**config.mk**
```make
export PLATFORM = sky130hd
export DESIGN_NAME = slow_clk_monitor
export DESIGN_NICKNAME = d
export VERILOG_FILES = /design/src/rtl/slow_clk_monitor.sv
export SDC_FILE = /design/constraint.sdc
export NUM_CORES = 1
export LEC_CHECK = 0
export CORE_MARGIN = 10
export CORE_UTILIZATION = 40
export DETAILED_ROUTE_END_ITERATION = 7
export GPL_TIMING_DRIVEN = 0
export MAX_ROUTING_LAYER = met4
export PLACE_DENSITY = 0.6
export SLEW_MARGIN = 10
export SYNTH_ARGS = -nofsm -noshare
export SYNTH_HDL_FRONTEND = slang
export SYNTH_SLANG_ARGS = --single-unit
```
**constraint.sdc**
```tcl
create_clock -name clk -period 2.8 [get_ports clk]
set_input_delay 0.28 -clock clk [delete_from_list [all_inputs] [get_ports clk]]
set_output_delay 0.28 -clock clk [all_outputs]
set_load 0.03 [all_outputs]
```
**src/rtl/slow_clk_monitor.sv**
```systemverilog
// Slow clock / tick monitor: synchronizes clk_in, detects edges, measures the
// rise-to-rise period and flags loss. Optional glitch filter: SLOW_CLK_MONITOR_GLITCH_FILTER_EN.
module slow_clk_monitor #(
    parameter int unsigned EXPECTED = 50000000,
    parameter int unsigned TOL      = 500,
    parameter int unsigned TIMEOUT  = 100000000
) (
    input  logic        clk,
    input  logic        rst,
    input  logic        clk_in,
    input  logic        enable,
    output logic        rise_pulse,
    output logic        fall_pulse,
    output logic [31:0] period,
    output logic        period_valid,
    output logic        in_range,
    output logic        lost
);

    localparam logic [31:0] EXPECTED_C = 32'(EXPECTED);
    localparam logic [31:0] TOL_C      = 32'(TOL);
    localparam logic [31:0] TIMEOUT_C  = 32'(TIMEOUT);

    typedef enum logic [1:0] {
        ST_IDLE    = 2'd0,
        ST_ARM     = 2'd1,
        ST_MEASURE = 2'd2,
        ST_LOST    = 2'd3
    } state_t;

    state_t      state_q;
    logic        sync1_q;
    logic        sync2_q;
    logic        prev_q;
    logic [31:0] cnt_q;
    logic [31:0] cnt_d;
    logic [31:0] period_q;
    logic        rise_pulse_q;
    logic        fall_pulse_q;
    logic        period_valid_q;
    logic        in_range_q;
    logic        lost_q;
    logic        lvl_d;
    logic        rise_d;
    logic        fall_d;

    // |v - EXPECTED| <= TOL without signed arithmetic
    function automatic logic within_tol(input logic [31:0] v);
        logic [31:0] diff;
        if (v >= EXPECTED_C) begin
            diff = v - EXPECTED_C;
        end else begin
            diff = EXPECTED_C - v;
        end
        return (diff <= TOL_C);
    endfunction

`ifdef SLOW_CLK_MONITOR_GLITCH_FILTER_EN
    logic hist1_q;
    logic hist2_q;

    // Synchronizer, filter sample history and filtered previous level
    always_ff @(posedge clk or negedge rst) begin
        if (!rst) begin
            sync1_q <= 1'b0;
            sync2_q <= 1'b0;
            hist1_q <= 1'b0;
            hist2_q <= 1'b0;
            prev_q  <= 1'b0;
        end else begin
            sync1_q <= clk_in;
            sync2_q <= sync1_q;
            hist1_q <= sync2_q;
            hist2_q <= hist1_q;
            prev_q  <= lvl_d;
        end
    end

    // Filtered level follows the input only after three equal samples
    always_comb begin
        lvl_d = prev_q;
        if ((sync2_q == hist1_q) && (hist1_q == hist2_q)) begin
            lvl_d = sync2_q;
        end else begin
            lvl_d = prev_q;
        end
    end
`else
    // Synchronizer and previous-level register
    always_ff @(posedge clk or negedge rst) begin
        if (!rst) begin
            sync1_q <= 1'b0;
            sync2_q <= 1'b0;
            prev_q  <= 1'b0;
        end else begin
            sync1_q <= clk_in;
            sync2_q <= sync1_q;
            prev_q  <= lvl_d;
        end
    end

    // Synchronized level drives edge detection directly
    always_comb begin
        lvl_d = sync2_q;
    end
`endif

    // Edge detection and saturating counter increment
    always_comb begin
        rise_d = lvl_d & ~prev_q;
        fall_d = ~lvl_d & prev_q;
        if (cnt_q == 32'hFFFF_FFFF) begin
            cnt_d = cnt_q;
        end else begin
            cnt_d = cnt_q + 32'd1;
        end
    end

    // Monitor FSM with registered outputs
    always_ff @(posedge clk or negedge rst) begin
        if (!rst) begin
            state_q        <= ST_IDLE;
            cnt_q          <= 32'd0;
            period_q       <= 32'd0;
            rise_pulse_q   <= 1'b0;
            fall_pulse_q   <= 1'b0;
            period_valid_q <= 1'b0;
            in_range_q     <= 1'b0;
            lost_q         <= 1'b0;
        end else begin
            rise_pulse_q   <= rise_d & enable & (state_q != ST_IDLE);
            fall_pulse_q   <= fall_d & enable & (state_q != ST_IDLE);
            period_valid_q <= 1'b0;
            if (!enable) begin
                state_q <= ST_IDLE;
                cnt_q   <= 32'd0;
                lost_q  <= 1'b0;
            end else begin
                case (state_q)
                    ST_IDLE: begin
                        state_q <= ST_ARM;
                        cnt_q   <= 32'd0;
                        lost_q  <= 1'b0;
                    end
                    ST_ARM: begin
                        if (rise_d) begin
                            state_q <= ST_MEASURE;
                            cnt_q   <= 32'd1;
                        end else if (cnt_q == TIMEOUT_C) begin
                            state_q <= ST_LOST;
                            lost_q  <= 1'b1;
                        end else begin
                            cnt_q <= cnt_d;
                        end
                    end
                    ST_MEASURE: begin
                        // A rise in the timeout cycle still counts as a measurement
                        if (rise_d) begin
                            period_q       <= cnt_q;
                            period_valid_q <= 1'b1;
                            in_range_q     <= within_tol(cnt_q);
                            cnt_q          <= 32'd1;
                        end else if (cnt_q == TIMEOUT_C) begin
                            state_q <= ST_LOST;
                            lost_q  <= 1'b1;
                        end else begin
                            cnt_q <= cnt_d;
                        end
                    end
                    ST_LOST: begin
                        if (rise_d) begin
                            state_q <= ST_MEASURE;
                            cnt_q   <= 32'd1;
                            lost_q  <= 1'b0;
                        end else begin
                            cnt_q <= cnt_q;
                        end
                    end
                    default: begin
                        state_q <= ST_IDLE;
                        cnt_q   <= 32'd0;
                        lost_q  <= 1'b0;
                    end
                endcase
            end
        end
    end

    assign rise_pulse   = rise_pulse_q;
    assign fall_pulse   = fall_pulse_q;
    assign period       = period_q;
    assign period_valid = period_valid_q;
    assign in_range     = in_range_q;
    assign lost         = lost_q;

endmodule

```
==> impl_metrics.csv <==
group,metric,value,unit
logic_synthesis,seq_area_frac_synth,37.62,%
setup_path,required,3020,ps
route,antenna_left,0,
sta,tightest_slew,773.0,ps
sta,fin_ws,-97.69,ps
sta,finalCritPeriodShare,103.5,%
logic_synthesis,synth_top_area_share,37.62,%
power,p_comb_share,6.3,%
final_layout,seqCellArea,1859,sq um
logic_synthesis,syn_nets,572,
sta,fin_tns_setup,-1038,ps
power,power_density,380.3,nW/um^2
sta,max_freq,0.3451,GHz
sta,slew_headroom,48.47,%
power,internal-power,1957,uW
logic_synthesis,async_flop_share,100.0,%
global_routing,antenna_found_initial,0,
logic_synthesis,ys_top_cells_by_area,"dfrtp_1 38%, mux2_2 5.0%, o21ai_0 4.6%",
floorplanning,ios,41,
clock_network,cts_max_path_buffers,2,
sta,skew,7.553,ps
sta,layout_min_cycle_time,2898,ps
final_layout,nFillCells,1068,
logic_synthesis,synthDistinctLibCells,80,
route,drt-pass1-iter-count,5,
power,p_leak,0.002799,uW
clock_network,clock_latency,350,ps
logic_synthesis,synth.most_common_cell,"dfrtp_1",
placement,dp.cells,745,
setup_path,r2r-start,"cnt_q[5]",
route,vias,4882,
logic_synthesis,synthTopCellsByCount,"74 x dfrtp_1, 49 x nor2_1, 46 x nand2_1",
global_routing,grt_pass1_wl,27.07,mm
setup_path,r2r-end,"cnt_q[27]",
logic_synthesis,synth_edf_count,0,
logic_synthesis,synth_warnings,0,
logic_synthesis,netlist_instances,557,
placement,gp_congestion,0.8889,
sta,setup_viol,20,
final_layout,nets,668,
logic_synthesis,synth.largest_area_cell,"dfrtp_1",
clock_network,cts_root_buf,"clkbuf_16",
setup_path,worst_setup_path_end_kind,"flip-flop",
logic_synthesis,synth_top_flop_cell,"dfrtp_1",
min_path,hp-class,"input pin to async pin",
final_layout,final_area,6749,sq um
placement,dp_hpwl,12.27,mm
route,avgViaCountPerCell,6.065,
placement,placed_area,5543,sq um
placement,port-buffer-count,40,
global_routing,grt_pass1_vias,4710,
route,wl_per_cell,21.75,microns
floorplanning,rows,40,
power,power.share.sequential,42.3,%
setup_path,reg2reg_depth,11,
final_layout,drive_above_1_share,29.03,%
floorplanning,core,12010,sq um
floorplanning,die-height,130.9,microns
job,maxCapViolations,0,
setup_path,rrSetupSlack,-100,ps
setup_path,crit_type,"flip-flop to flip-flop",
status,outcome,"complete, but fails checks",
logic_synthesis,synth-seq-cells,74,
sta,rsz0062_at_grt,"true",
final_layout,multi_input_area,3148,sq um
global_routing,track_usage,21.16,%
power,ir_drop,0.3286,mV
logic_synthesis,syn-cell-area,4922,sq um
route,route.detailed.drc,0,
power,p_sw,609.5,uW
power,netSwitchingFraction,23.75,%
clock_network,cts_htree_levels,3,
setup_path,setup.worst_path.start,"cnt_q[5]",
clock_network,cts_num_sinks,74,
final_layout,antenna_cells,0,
final_layout,area_delta_synth_final,37.11,%
status,failed_checks,"negative setup slack",
floorplanning,dieArea,17140,sq um
floorplanning,initial_core_util,40.98,%
clock_network,cts_buffers,9,
global_routing,grt_max_degree,64,
power,pwr-share-clk,51.4,%
sta,final-hold-violation-count,0,
final_layout,fin_cells,805,
clock_network,cts_tree,"done",
sta,drv_slew,0,
route,wirelength,17.51,mm
floorplanning,dieWidth,130.9,microns
setup_path,worstPathArrival,3120,ps
route,drtIter0Drc,507,
logic_synthesis,syn-mean-instance-area,8.837,sq um
setup_path,crit_path_start_kind,"flip-flop",
setup_path,worst-path-max-fanout,9,
global_routing,grt_overflow,0,
clock_network,clk_pin_slew_worst_paths,60,ps
metal layers:
layer / vias to the layer above / global-route usage, % / share of wire, %
met3: 40 / 3.425 / 5.7
met2: 199 / 32.20 / 47
met5: - / - / 0
met4: 0 / 8.371 / 2.8
li1: 2246 / - / -
met1: 2397 / 27.65 / 45
worst max-delay path: stages, from the launching register on:
cell and delay (ps):
dfrtp_1 340, clkbuf_4 210, and4_4 290, nand4_1 180, or4_4 560, o31ai_4 360
a21oi_4 120, nand2b_4 200, buf_8 170, nand4_1 100, xor2_1 180, nor2_1 50
worst max path at each step:
stage,slack (ps),depth (start not counted),end
after floorplan,10,12,in_range
after global placement,-1130,1,cnt_q[21]
after detailed placement,-900,12,in_range
after CTS,-110,10,in_range
after global routing,-220,10,in_range
final,-100,11,cnt_q[27]
registers in the layout, indices dropped and copies added (netlist names):
name and flops:
prev_q 1, cnt_q 32, period_valid 1, lost 1, lvl_d 1, sync1_q 1, in_range 1, rise_pulse 1
period 32, fall_pulse 1, state_q 2
placed cells by master, fill, tap and decap left out, types with 7 or more instances in the layout:
cell type        Yosys  layout
mux2_2              22      22
or3_1                8       8
clkbuf_1            26      15
nor2_1              49      47
xnor2_1             11      10
xor2_1              11      10
buf_6                2      10
nand3_1             19      16
inv_1               16      12
nand2_1             46      42
ha_1                11       8
dfrtp_1             74      68
clkdlybuf4s50_1      0      39
buf_4                5      45
a21oi_1             24      22
a31oi_1              7       7
nor3_1              13      12
clkbuf_16            0      11
o21ai_0             45      31
nand4_1             22      22
o21ai_1              2       8
power groups by stage:
stage	clock network [uW]	registers, uW	logic (uW)
2_1_floorplan	0	1110	70.9
3_3_place_gp	0	1100	120
3_5_place_dp	0	1100	131
4_1_cts	1340	1080	142
5_1_grt	1380	1080	177
6_report	1320	1080	162
layout make-up:
type / count / share of cell area, %
multi-input combinational: 421 / 46.64
sequential: 74 / 27.55
timing repair buffer: 90 / 12.90
buffer: 41 / 4.190
clock buffer: 10 / 3.541
tap: 147 / 2.725
clock inverter: 6 / 1.446
inverter: 16 / 1.001
stage by stage:
stage | worst slack [ps] | hold slack, ps | util, % | power (uW)
final | -97.69 | 310.7 | 56.19 | 2567
after CTS | -112.8 | 321.7 | 52.24 | 2567
after global routing | -225.0 | 324.8 | 56.19 | 2644
after global placement | -1133 | 337.1 | 45.94 | 1225
after floorplan | 14.89 | -15.59 | - | 1176
after detailed placement | -899.1 | 142.9 | 46.15 | 1235
timing repair:
action | 4_1_cts | 5_1_grt
buffers inserted | 25 | 21
hold buffers | 1 | 0
resized for setup | 55 | 77
cloned | 0 | 2
hold endpoints to repair | 11 | 0
endpoints found under the setup margin | 33 | 32
pin swaps | 14 | 38
logic make-up after synthesis:
kind of cell             count (synthesis)  synth area share [%]
AND/OR/NAND/NOR                        221                 24.63
flip-flops                              74                 37.62
XOR/XNOR                                22                 3.914
buffers and inverters                   62                 5.770
multiplexers                            23                 5.236
AO/OA/AOI/OAI                          144                 20.03
adder cells (fa/ha/maj)                 11                 2.796
No activity file was read; power rests on OpenSTA's default activity.
